<file path="src/rtl/color_rank_if.sv">
// Pixel ingest and ranked-result handshake bundle for color_rank_engine.
// master drives pixels/start/out_ready; slave is the engine.
interface color_rank_if #(
  parameter int NUM_IMG = 32,
  parameter int CH_W    = 8,
  parameter int FRAC_W  = 2
);
  localparam int IDX_W = $clog2(NUM_IMG);
  localparam int AVG_W = CH_W + FRAC_W;

  logic              in_valid;
  logic              in_ready;
  logic [3*CH_W-1:0] in_pixel;
  logic              in_last;
  logic [IDX_W-1:0]  in_img_idx;
  logic              start;
  logic              out_valid;
  logic              out_ready;
  logic [1:0]        out_color;
  logic [IDX_W-1:0]  out_img_idx;
  logic [AVG_W-1:0]  out_avg;
  logic              busy;
  logic              done;

  modport master (
    output in_valid, in_pixel, in_last, in_img_idx,
    output start, out_ready,
    input  in_ready, out_valid, out_color,
    input  out_img_idx, out_avg, busy, done
  );

  modport slave (
    input  in_valid, in_pixel, in_last, in_img_idx,
    input  start, out_ready,
    output in_ready, out_valid, out_color,
    output out_img_idx, out_avg, busy, done
  );
endinterface

</file>
<file path="src/rtl/color_rank_engine.sv">
// Per-image dominant colour/average extraction, then {colour,avg} ranking.
// Define COLOR_RANK_DESCEND_EN for descending rank order.
module color_rank_engine #(
  parameter int NUM_IMG = 32,
  parameter int CH_W    = 8,
  parameter int CNT_W   = 15,
  parameter int FRAC_W  = 2
) (
  input logic         clk,
  input logic         reset,
  color_rank_if.slave io
);
  localparam int IDX_W = $clog2(NUM_IMG);
  localparam int AVG_W = CH_W + FRAC_W;
  localparam int SUM_W = CH_W + CNT_W;
  localparam int DV_W  = SUM_W + FRAC_W;
  localparam int BIT_W = $clog2(AVG_W);
  localparam int KEY_W = 2 + AVG_W;
  localparam int K_W   = IDX_W + 1;

  typedef enum logic [2:0] {
    S_IDLE, S_DIV, S_STORE, S_SORT, S_OUT
  } state_e;

  state_e state_q;

  logic [CNT_W-1:0] cnt_q [3];
  logic [SUM_W-1:0] sum_q [3];
  logic             px_any_q;
  logic [IDX_W-1:0] idx_q;
  logic [BIT_W-1:0] bit_q;
  logic [DV_W-1:0]  rem_q;
  logic [AVG_W-1:0] quo_q;

  logic [NUM_IMG-1:0] valid_q;
  logic [NUM_IMG-1:0] used_q;
  logic [1:0]         color_q [NUM_IMG];
  logic [AVG_W-1:0]   avg_q [NUM_IMG];
  logic [IDX_W-1:0]   rank_q [NUM_IMG];

  logic [IDX_W-1:0] scan_q;
  logic [IDX_W-1:0] best_q;
  logic [KEY_W-1:0] best_key_q;
  logic             found_q;
  logic             commit_q;
  logic [K_W-1:0]   k_q;
  logic [K_W-1:0]   pass_q;
  logic [IDX_W-1:0] ptr_q;

  logic             in_ready_q;
  logic             out_valid_q;
  logic [1:0]       out_color_q;
  logic [IDX_W-1:0] out_idx_q;
  logic [AVG_W-1:0] out_avg_q;
  logic             busy_q;
  logic             done_q;

  logic [CH_W-1:0] px_r, px_g, px_b;
  logic [1:0]      ch_d;
  logic [CH_W-1:0] val_d;

  assign px_r = io.in_pixel[3*CH_W-1:2*CH_W];
  assign px_g = io.in_pixel[2*CH_W-1:CH_W];
  assign px_b = io.in_pixel[CH_W-1:0];

  always_comb begin
    ch_d  = 2'd2;
    val_d = px_b;
    if (px_r >= px_g && px_r >= px_b) begin
      ch_d  = 2'd0;
      val_d = px_r;
    end else if (px_g >= px_b) begin
      ch_d  = 2'd1;
      val_d = px_g;
    end
  end

  logic [1:0]       dom_d;
  logic [CNT_W-1:0] dom_cnt;
  logic [SUM_W-1:0] dom_sum;

  always_comb begin
    dom_d = 2'd2;
    if (cnt_q[0] >= cnt_q[1] && cnt_q[0] >= cnt_q[2])
      dom_d = 2'd0;
    else if (cnt_q[1] >= cnt_q[2])
      dom_d = 2'd1;
  end

  assign dom_cnt = cnt_q[dom_d];
  assign dom_sum = sum_q[dom_d];

  // Quotient fits in AVG_W bits, so trial-subtract cnt<<bit from MSB down.
  logic [DV_W-1:0] rem_cur_d;
  logic [DV_W-1:0] trial_d;
  logic            take_d;

  assign rem_cur_d = (bit_q == BIT_W'(AVG_W-1))
                   ? {dom_sum, {FRAC_W{1'b0}}} : rem_q;
  assign trial_d   = DV_W'(dom_cnt) << bit_q;
  assign take_d    = (dom_cnt != '0) && (rem_cur_d >= trial_d);

  logic [K_W-1:0] vcnt_d;

  always_comb begin
    vcnt_d = '0;
    for (int i = 0; i < NUM_IMG; i++)
      vcnt_d = vcnt_d + K_W'(valid_q[i]);
  end

  logic [KEY_W-1:0] key_d;
  logic             before_d;
  logic             better_d;
  logic [IDX_W-1:0] first_d;
  logic [IDX_W-1:0] ptr_nx_d;
  logic [IDX_W-1:0] nxt_d;
  logic             last_pass_d;
  logic             last_out_d;

  assign key_d = {color_q[scan_q], avg_q[scan_q]};
`ifdef COLOR_RANK_DESCEND_EN
  assign before_d = key_d > best_key_q;
`else
  assign before_d = key_d < best_key_q;
`endif
  // Strict compare keeps the lowest slot on equal keys.
  assign better_d = valid_q[scan_q] && !used_q[scan_q]
                 && (!found_q || before_d);
  assign first_d  = (pass_q == '0) ? best_q : rank_q[0];
  assign ptr_nx_d = ptr_q + 1'b1;
  assign nxt_d    = rank_q[ptr_nx_d];
  assign last_pass_d = (pass_q == k_q - K_W'(1));
  assign last_out_d  = ({1'b0, ptr_q} == k_q - K_W'(1));

  always_ff @(posedge clk) begin
    if (reset) begin
      state_q     <= S_IDLE;
      for (int i = 0; i < 3; i++) begin
        cnt_q[i] <= '0;
        sum_q[i] <= '0;
      end
      px_any_q    <= 1'b0;
      idx_q       <= '0;
      bit_q       <= '0;
      rem_q       <= '0;
      quo_q       <= '0;
      valid_q     <= '0;
      used_q      <= '0;
      scan_q      <= '0;
      best_q      <= '0;
      best_key_q  <= '0;
      found_q     <= 1'b0;
      commit_q    <= 1'b0;
      k_q         <= '0;
      pass_q      <= '0;
      ptr_q       <= '0;
      in_ready_q  <= 1'b1;
      out_valid_q <= 1'b0;
      out_color_q <= '0;
      out_idx_q   <= '0;
      out_avg_q   <= '0;
      busy_q      <= 1'b0;
      done_q      <= 1'b0;
    end else begin
      done_q <= 1'b0;
      unique case (state_q)
        S_IDLE: begin
          if (io.in_valid) begin
            if (cnt_q[ch_d] != '1) begin
              cnt_q[ch_d] <= cnt_q[ch_d] + 1'b1;
              sum_q[ch_d] <= sum_q[ch_d] + SUM_W'(val_d);
            end
            px_any_q <= 1'b1;
            if (io.in_last) begin
              idx_q      <= io.in_img_idx;
              bit_q      <= BIT_W'(AVG_W-1);
              quo_q      <= '0;
              in_ready_q <= 1'b0;
              busy_q     <= 1'b1;
              state_q    <= S_DIV;
            end
          end else if (io.start && !px_any_q) begin
            if (vcnt_d == '0) begin
              done_q <= 1'b1;
            end else begin
              k_q      <= vcnt_d;
              pass_q   <= '0;
              scan_q   <= '0;
              found_q  <= 1'b0;
              commit_q <= 1'b0;
              used_q   <= '0;
              busy_q   <= 1'b1;
              state_q  <= S_SORT;
            end
          end
        end
        S_DIV: begin
          if (take_d) begin
            rem_q        <= rem_cur_d - trial_d;
            quo_q[bit_q] <= 1'b1;
          end else begin
            rem_q <= rem_cur_d;
          end
          if (bit_q == '0)
            state_q <= S_STORE;
          else
            bit_q <= bit_q - 1'b1;
        end
        S_STORE: begin
          color_q[idx_q] <= dom_d;
          avg_q[idx_q]   <= quo_q;
          valid_q[idx_q] <= 1'b1;
          for (int i = 0; i < 3; i++) begin
            cnt_q[i] <= '0;
            sum_q[i] <= '0;
          end
          px_any_q   <= 1'b0;
          in_ready_q <= 1'b1;
          busy_q     <= 1'b0;
          state_q    <= S_IDLE;
        end
        S_SORT: begin
          if (!commit_q) begin
            if (better_d) begin
              best_q     <= scan_q;
              best_key_q <= key_d;
              found_q    <= 1'b1;
            end
            if (scan_q == IDX_W'(NUM_IMG-1))
              commit_q <= 1'b1;
            else
              scan_q <= scan_q + 1'b1;
          end else begin
            rank_q[pass_q[IDX_W-1:0]] <= best_q;
            used_q[best_q] <= 1'b1;
            found_q  <= 1'b0;
            commit_q <= 1'b0;
            scan_q   <= '0;
            if (last_pass_d) begin
              ptr_q       <= '0;
              out_valid_q <= 1'b1;
              out_idx_q   <= first_d;
              out_color_q <= color_q[first_d];
              out_avg_q   <= avg_q[first_d];
              state_q     <= S_OUT;
            end else begin
              pass_q <= pass_q + 1'b1;
            end
          end
        end
        S_OUT: begin
          if (io.out_ready) begin
            if (last_out_d) begin
              out_valid_q <= 1'b0;
              out_idx_q   <= '0;
              out_color_q <= '0;
              out_avg_q   <= '0;
              valid_q     <= '0;
              done_q      <= 1'b1;
              busy_q      <= 1'b0;
              state_q     <= S_IDLE;
            end else begin
              ptr_q       <= ptr_nx_d;
              out_idx_q   <= nxt_d;
              out_color_q <= color_q[nxt_d];
              out_avg_q   <= avg_q[nxt_d];
            end
          end
        end
        default: state_q <= S_IDLE;
      endcase
    end
  end

  assign io.in_ready    = in_ready_q;
  assign io.out_valid   = out_valid_q;
  assign io.out_color   = out_color_q;
  assign io.out_img_idx = out_idx_q;
  assign io.out_avg     = out_avg_q;
  assign io.busy        = busy_q;
  assign io.done        = done_q;
endmodule

</file>
<file path="src/flat_wrapper.sv">
// flat-port wrapper written by rule: the top's interface ports become plain ports
module color_rank_engine_flat 
#(
  parameter int NUM_IMG = 32,
  parameter int CH_W    = 8,
  parameter int CNT_W   = 15,
  parameter int FRAC_W  = 2
)
  (clk, reset, io_in_valid, io_in_pixel, io_in_last, io_in_img_idx, io_start, io_out_ready, io_in_ready, io_out_valid, io_out_color, io_out_img_idx, io_out_avg, io_busy, io_done);
  color_rank_if #(.NUM_IMG(NUM_IMG), .CH_W(CH_W), .FRAC_W(FRAC_W)) io_i ();
  input logic clk;
  input logic reset;
  input wire logic [$bits(io_i.in_valid)-1:0] io_in_valid;
  input wire logic [$bits(io_i.in_pixel)-1:0] io_in_pixel;
  input wire logic [$bits(io_i.in_last)-1:0] io_in_last;
  input wire logic [$bits(io_i.in_img_idx)-1:0] io_in_img_idx;
  input wire logic [$bits(io_i.start)-1:0] io_start;
  input wire logic [$bits(io_i.out_ready)-1:0] io_out_ready;
  output wire logic [$bits(io_i.in_ready)-1:0] io_in_ready;
  output wire logic [$bits(io_i.out_valid)-1:0] io_out_valid;
  output wire logic [$bits(io_i.out_color)-1:0] io_out_color;
  output wire logic [$bits(io_i.out_img_idx)-1:0] io_out_img_idx;
  output wire logic [$bits(io_i.out_avg)-1:0] io_out_avg;
  output wire logic [$bits(io_i.busy)-1:0] io_busy;
  output wire logic [$bits(io_i.done)-1:0] io_done;
  assign io_i.in_valid = io_in_valid;
  assign io_i.in_pixel = io_in_pixel;
  assign io_i.in_last = io_in_last;
  assign io_i.in_img_idx = io_in_img_idx;
  assign io_i.start = io_start;
  assign io_i.out_ready = io_out_ready;
  assign io_in_ready = io_i.in_ready;
  assign io_out_valid = io_i.out_valid;
  assign io_out_color = io_i.out_color;
  assign io_out_img_idx = io_i.out_img_idx;
  assign io_out_avg = io_i.out_avg;
  assign io_busy = io_i.busy;
  assign io_done = io_i.done;
  color_rank_engine #(.NUM_IMG(NUM_IMG), .CH_W(CH_W), .CNT_W(CNT_W), .FRAC_W(FRAC_W)) u_core (.clk(clk), .reset(reset), .io(io_i));
endmodule
</file>
<file path="config.mk">
export PLATFORM = sky130hd
export DESIGN_NAME = color_rank_engine_flat
export DESIGN_NICKNAME = d
export VERILOG_FILES = /design/src/rtl/color_rank_if.sv /design/src/rtl/color_rank_engine.sv /design/src/flat_wrapper.sv
export SDC_FILE = /design/constraint.sdc
export NUM_CORES = 2
export LEC_CHECK = 0
export ABC_AREA = 1
export CORE_ASPECT_RATIO = 1.4
export CORE_MARGIN = 2
export CORE_UTILIZATION = 46
export CTS_CLUSTER_SIZE = 12
export DETAILED_ROUTE_END_ITERATION = 10
export PLACE_DENSITY_LB_ADDON = 0.3
export SLEW_MARGIN = 10
export SYNTH_ARGS = -nofsm -noshare
export SYNTH_HDL_FRONTEND = slang
export SYNTH_SLANG_ARGS = --single-unit
</file>
<file path="constraint.sdc">
create_clock -name clk -period 9.3 [get_ports clk]
set_input_delay 0.93 -clock clk [delete_from_list [all_inputs] [get_ports clk]]
set_output_delay 0.93 -clock clk [all_outputs]
set_load 0.01 [all_outputs]
</file>
==> impl_metrics.py <==
metrics = {
    "clock_network": {
        "clock-root-buffer": "clkbuf_16",
        "clkTransAtPathRegs_ns": 0.06,
        "cts_num_sinks": 837,
        "cts_setup_buffers": 0,
        "insertion_delay_ns": 0.73,
        "cts_resized": 0,
        "cts_tree": "yes",
        "postCtsHoldBufs": 0,
        "cts_buffers": 88,
        "htreeDepth": 3,
        "clock_path_buffers": 3,
    },
    "routing": {
        "route.antenna.remaining_nets": 0,
        "vias_per_cell": 6.20,
        "drc": 1,
        "dr_total_vias": 45100,
        "drt_iter0_markers": 5898,
        "routed_wirelength_mm": 172,
        "drt-pass1-iter-count": 10,
        "wl_per_cell_um": 23.6,
    },
    "yosys": {
        "ys_async_sr_fraction_pct": 0,
        "synth_seq_cells": 837,
        "synth_edf_count": 658,
        "yosys.area.top_type_share_pct": 40.2,
        "yosys.area_share.simple_pct": 23.3,
        "synth_most_common_cell": "nand2_1",
        "synth_ff_type": "edfxtp_1",
        "synth_fa_ha_area_share_pct": 4.47,
        "synth_compound_area_share_pct": 15.7,
        "synth.area.top_cells": "edfxtp_1 40%, nand2_1 8.3%, dfxtp_1 7.3%, nand3_1 6.8%, nor2_1 5.4%",
        "ys_types": 65,
        "syn_nets": 6171,
        "ys_warn_count": 0,
        "synth_xor_area_share_pct": 1.16,
        "yosys.area.top_type": "edfxtp_1",
        "synth_area_um2": 49100,
        "synthTopCellsByCount": "1090 x nand2_1, 701 x nor2_1, 667 x nand3_1",
        "synth.area.mux_share_pct": 0.145,
        "synth_top_family_by_area": "simple AND/OR/NAND/NOR gates",
        "yosysSeqAreaShare_pct": 47.5,
        "postSynthAreaPerCell_um2": 8.22,
        "synthCells": 5976,
    },
    "sta": {
        "hold_viol": 0,
        "slew_viol_final": 0,
        "min_period_ns": 6.52,
        "fmax_ghz": 0.153,
        "relSlewSlack_pct": 3.19,
        "rsz0062_at_grt": "no",
        "setup_viol": 0,
        "worst_pin_slew_ns": 1.44,
        "fin_crit_sh_pct": 70.1,
        "final.setup.tns_ns": 0,
        "finClkSkew_ns": 0.0469,
    },
    "power": {
        "p_sw_share_pct": 48.6,
        "peakVddDrop_mv": 0.301,
        "seq_power_share_pct": 27.0,
        "power.share.clock_pct": 20.9,
        "combPwrFrac_pct": 52.1,
        "p_leak_nw": 20.4,
        "netSwitchingPower_mw": 8.20,
        "powerDensity_nw_per_um2": 315,
        "p_int_mw": 8.67,
    },
    "setup_path": {
        "cp_data_required_time_ns": 9.90,
        "setup.worst_path.end_class": "flip-flop",
        "regToRegSetupSlack_ns": 2.78,
        "critPathMaxStageDelay_ns": 0.55,
        "start_kind": "flip-flop",
        "path_common_cell": "fa_1",
        "arrival_ns": 7.11,
        "cp_slowest_cell": "fa_1",
        "worstSetupPathType": "flip-flop to flip-flop",
        "cp_max_fo": 34,
    },
    "cells_and_area": {
        "utilization_pct": 50.7,
        "layout.area.seq_um2": 23300,
        "final.fill_count": 9807,
        "syn2layout_area_growth_pct": 9.05,
        "layout-drive-gt1-share_pct": 5.86,
        "final_net_count": 6039,
        "multi_input_area_um2": 22300,
    },
    "die": {
        "die_h_um": 391,
        "die_area_um2": 109000,
        "fp.coreArea_um2": 106000,
        "start_util_pct": 46.5,
        "fp-row-count": 141,
        "die_w_um": 280,
        "ios": 56,
    },
    "place": {
        "gp_congestion": 0.977,
        "io_buffers": 55,
        "hpwl_mm": 108,
    },
    "grt": {
        "antenna_found_initial": 1,
        "grt_usage_pct": 30.6,
        "grt_pass1_vias": 42500,
        "grt_max_degree": 111,
        "globalRouteOverflowTotal": 0,
        "grt_pass1_wl_mm": 254,
    },
    "hold_path": {
        "hold_path_class": "flip-flop to flip-flop",
    },
    "status": {
        "status": "finished with violations",
        "violations": "design-rule violations",
    },
    "run": {
        "max_cap_viol_count": 0,
    },
}
## placed cells by master (no fill, tap or decap), types with 107 or more instances in the layout
cell	n
a21oi_1	383
dfxtp_1	175
edfxtp_1	658
ha_1	134
inv_1	508
nand2_1	1085
nand3_1	667
nor2_1	699
o211ai_1	133
o21ai_0	500
o221ai_1	107
## registers in the layout, summed over array words and instances, names as in the netlist, 2 cells and up, named ones only
name                   cells
u_core.avg_q             320
u_core.rank_q            160
u_core.sum_q              69
u_core.color_q            64
u_core.cnt_q              45
u_core.used_q             32
u_core.valid_q            32
u_core.rem_q              25
u_core.best_key_q         12
u_core.io.out_avg         10
u_core.quo_q              10
u_core.k_q                 6
u_core.pass_q              6
u_core.best_q              5
u_core.idx_q               5
u_core.io.out_img_idx      5
u_core.ptr_q               5
u_core.scan_q              5
u_core.bit_q               4
u_core.state_q             3
u_core.io.out_color        2
## final timing paths
check | from | end | cells past startpoint
hold / removal | u_core.used_q[11]$_SDFFE_PP0P_ | u_core.used_q[11]$_SDFFE_PP0P_ | 2
hold reg to reg | u_core.used_q[11]$_SDFFE_PP0P_ | u_core.used_q[11]$_SDFFE_PP0P_ | 2
setup / recovery | u_core.valid_q[1]$_SDFFE_PP0P_ | u_core.pass_q[3]$_SDFFE_PP0P_ | 25
setup reg to reg | u_core.valid_q[1]$_SDFFE_PP0P_ | u_core.pass_q[3]$_SDFFE_PP0P_ | 25
## metrics by stage
step | instance area, µm² | total power, mW | instances | setup slack (ns) | hold WS, ns
2_1_floorplan | 49100 | 10.4 | 5976 | 3.61 | 0.427
3_3_place_gp | 50700 | 13.0 | 7112 | 2.77 | 0.437
3_5_place_dp | 50700 | 13.0 | 7112 | 2.64 | 0.443
4_1_cts | 53500 | 16.6 | 7276 | 2.83 | 0.452
5_1_grt | 53500 | 17.7 | 7277 | 2.20 | 0.475
6_report | 53500 | 16.9 | 7277 | 2.78 | 0.448
## final cells by class
type,count,share of cell area (%)
antenna,1,0.00467
clock buffer,132,4.63
clock inverter,32,0.682
inverter,545,3.85
multi-input combinational,4217,41.6
sequential,837,43.6
tap,1358,3.17
timing repair buffer,155,2.44
## power groups by stage
| stage | sequential (mW) | clock [mW] | combinational, mW |
|---|---|---|---|
| global route | 4.57 | 3.68 | 9.41 |
| finish | 4.55 | 3.53 | 8.78 |
| CTS | 4.55 | 3.55 | 8.47 |
| global placement | 4.62 | 0 | 8.36 |
| floorplan | 4.54 | 0 | 5.89 |
| detailed placement | 4.62 | 0 | 8.41 |
## per-layer routing
layer,GRT usage [%],share of wire [%],vias up
li1,-,-,20500
met1,36.1,35,21200
met2,50.4,47,2753
met3,6.14,10,642
met4,20.9,7.5,0
met5,0,0,-
## cell families (layout without fill, tap and decap cells)
kind of cell	count (synthesis)	in the layout
AND/OR/NAND/NOR	2674	2674
AO/OA/AOI/OAI	1312	1312
buffers and inverters	922	864
flip-flops	837	837
adder cells (fa/ha/maj)	160	160
XOR/XNOR	64	64
multiplexers	7	7
other	0	1
## worst max-delay path, delay by kind of cell, from the launching register on
| kind | cells | cell delay [ns] |
|---|---|---|
| flip-flops | 1 | 0.34 |
| buffers and inverters | 5 | 0.61 |
| AO/OA/AOI/OAI | 1 | 0.23 |
| XOR/XNOR | 2 | 0.43 |
| adder cells (fa/ha/maj) | 9 | 3.77 |
| AND/OR/NAND/NOR | 8 | 1.04 |
(Power assumes the default switching activity.)
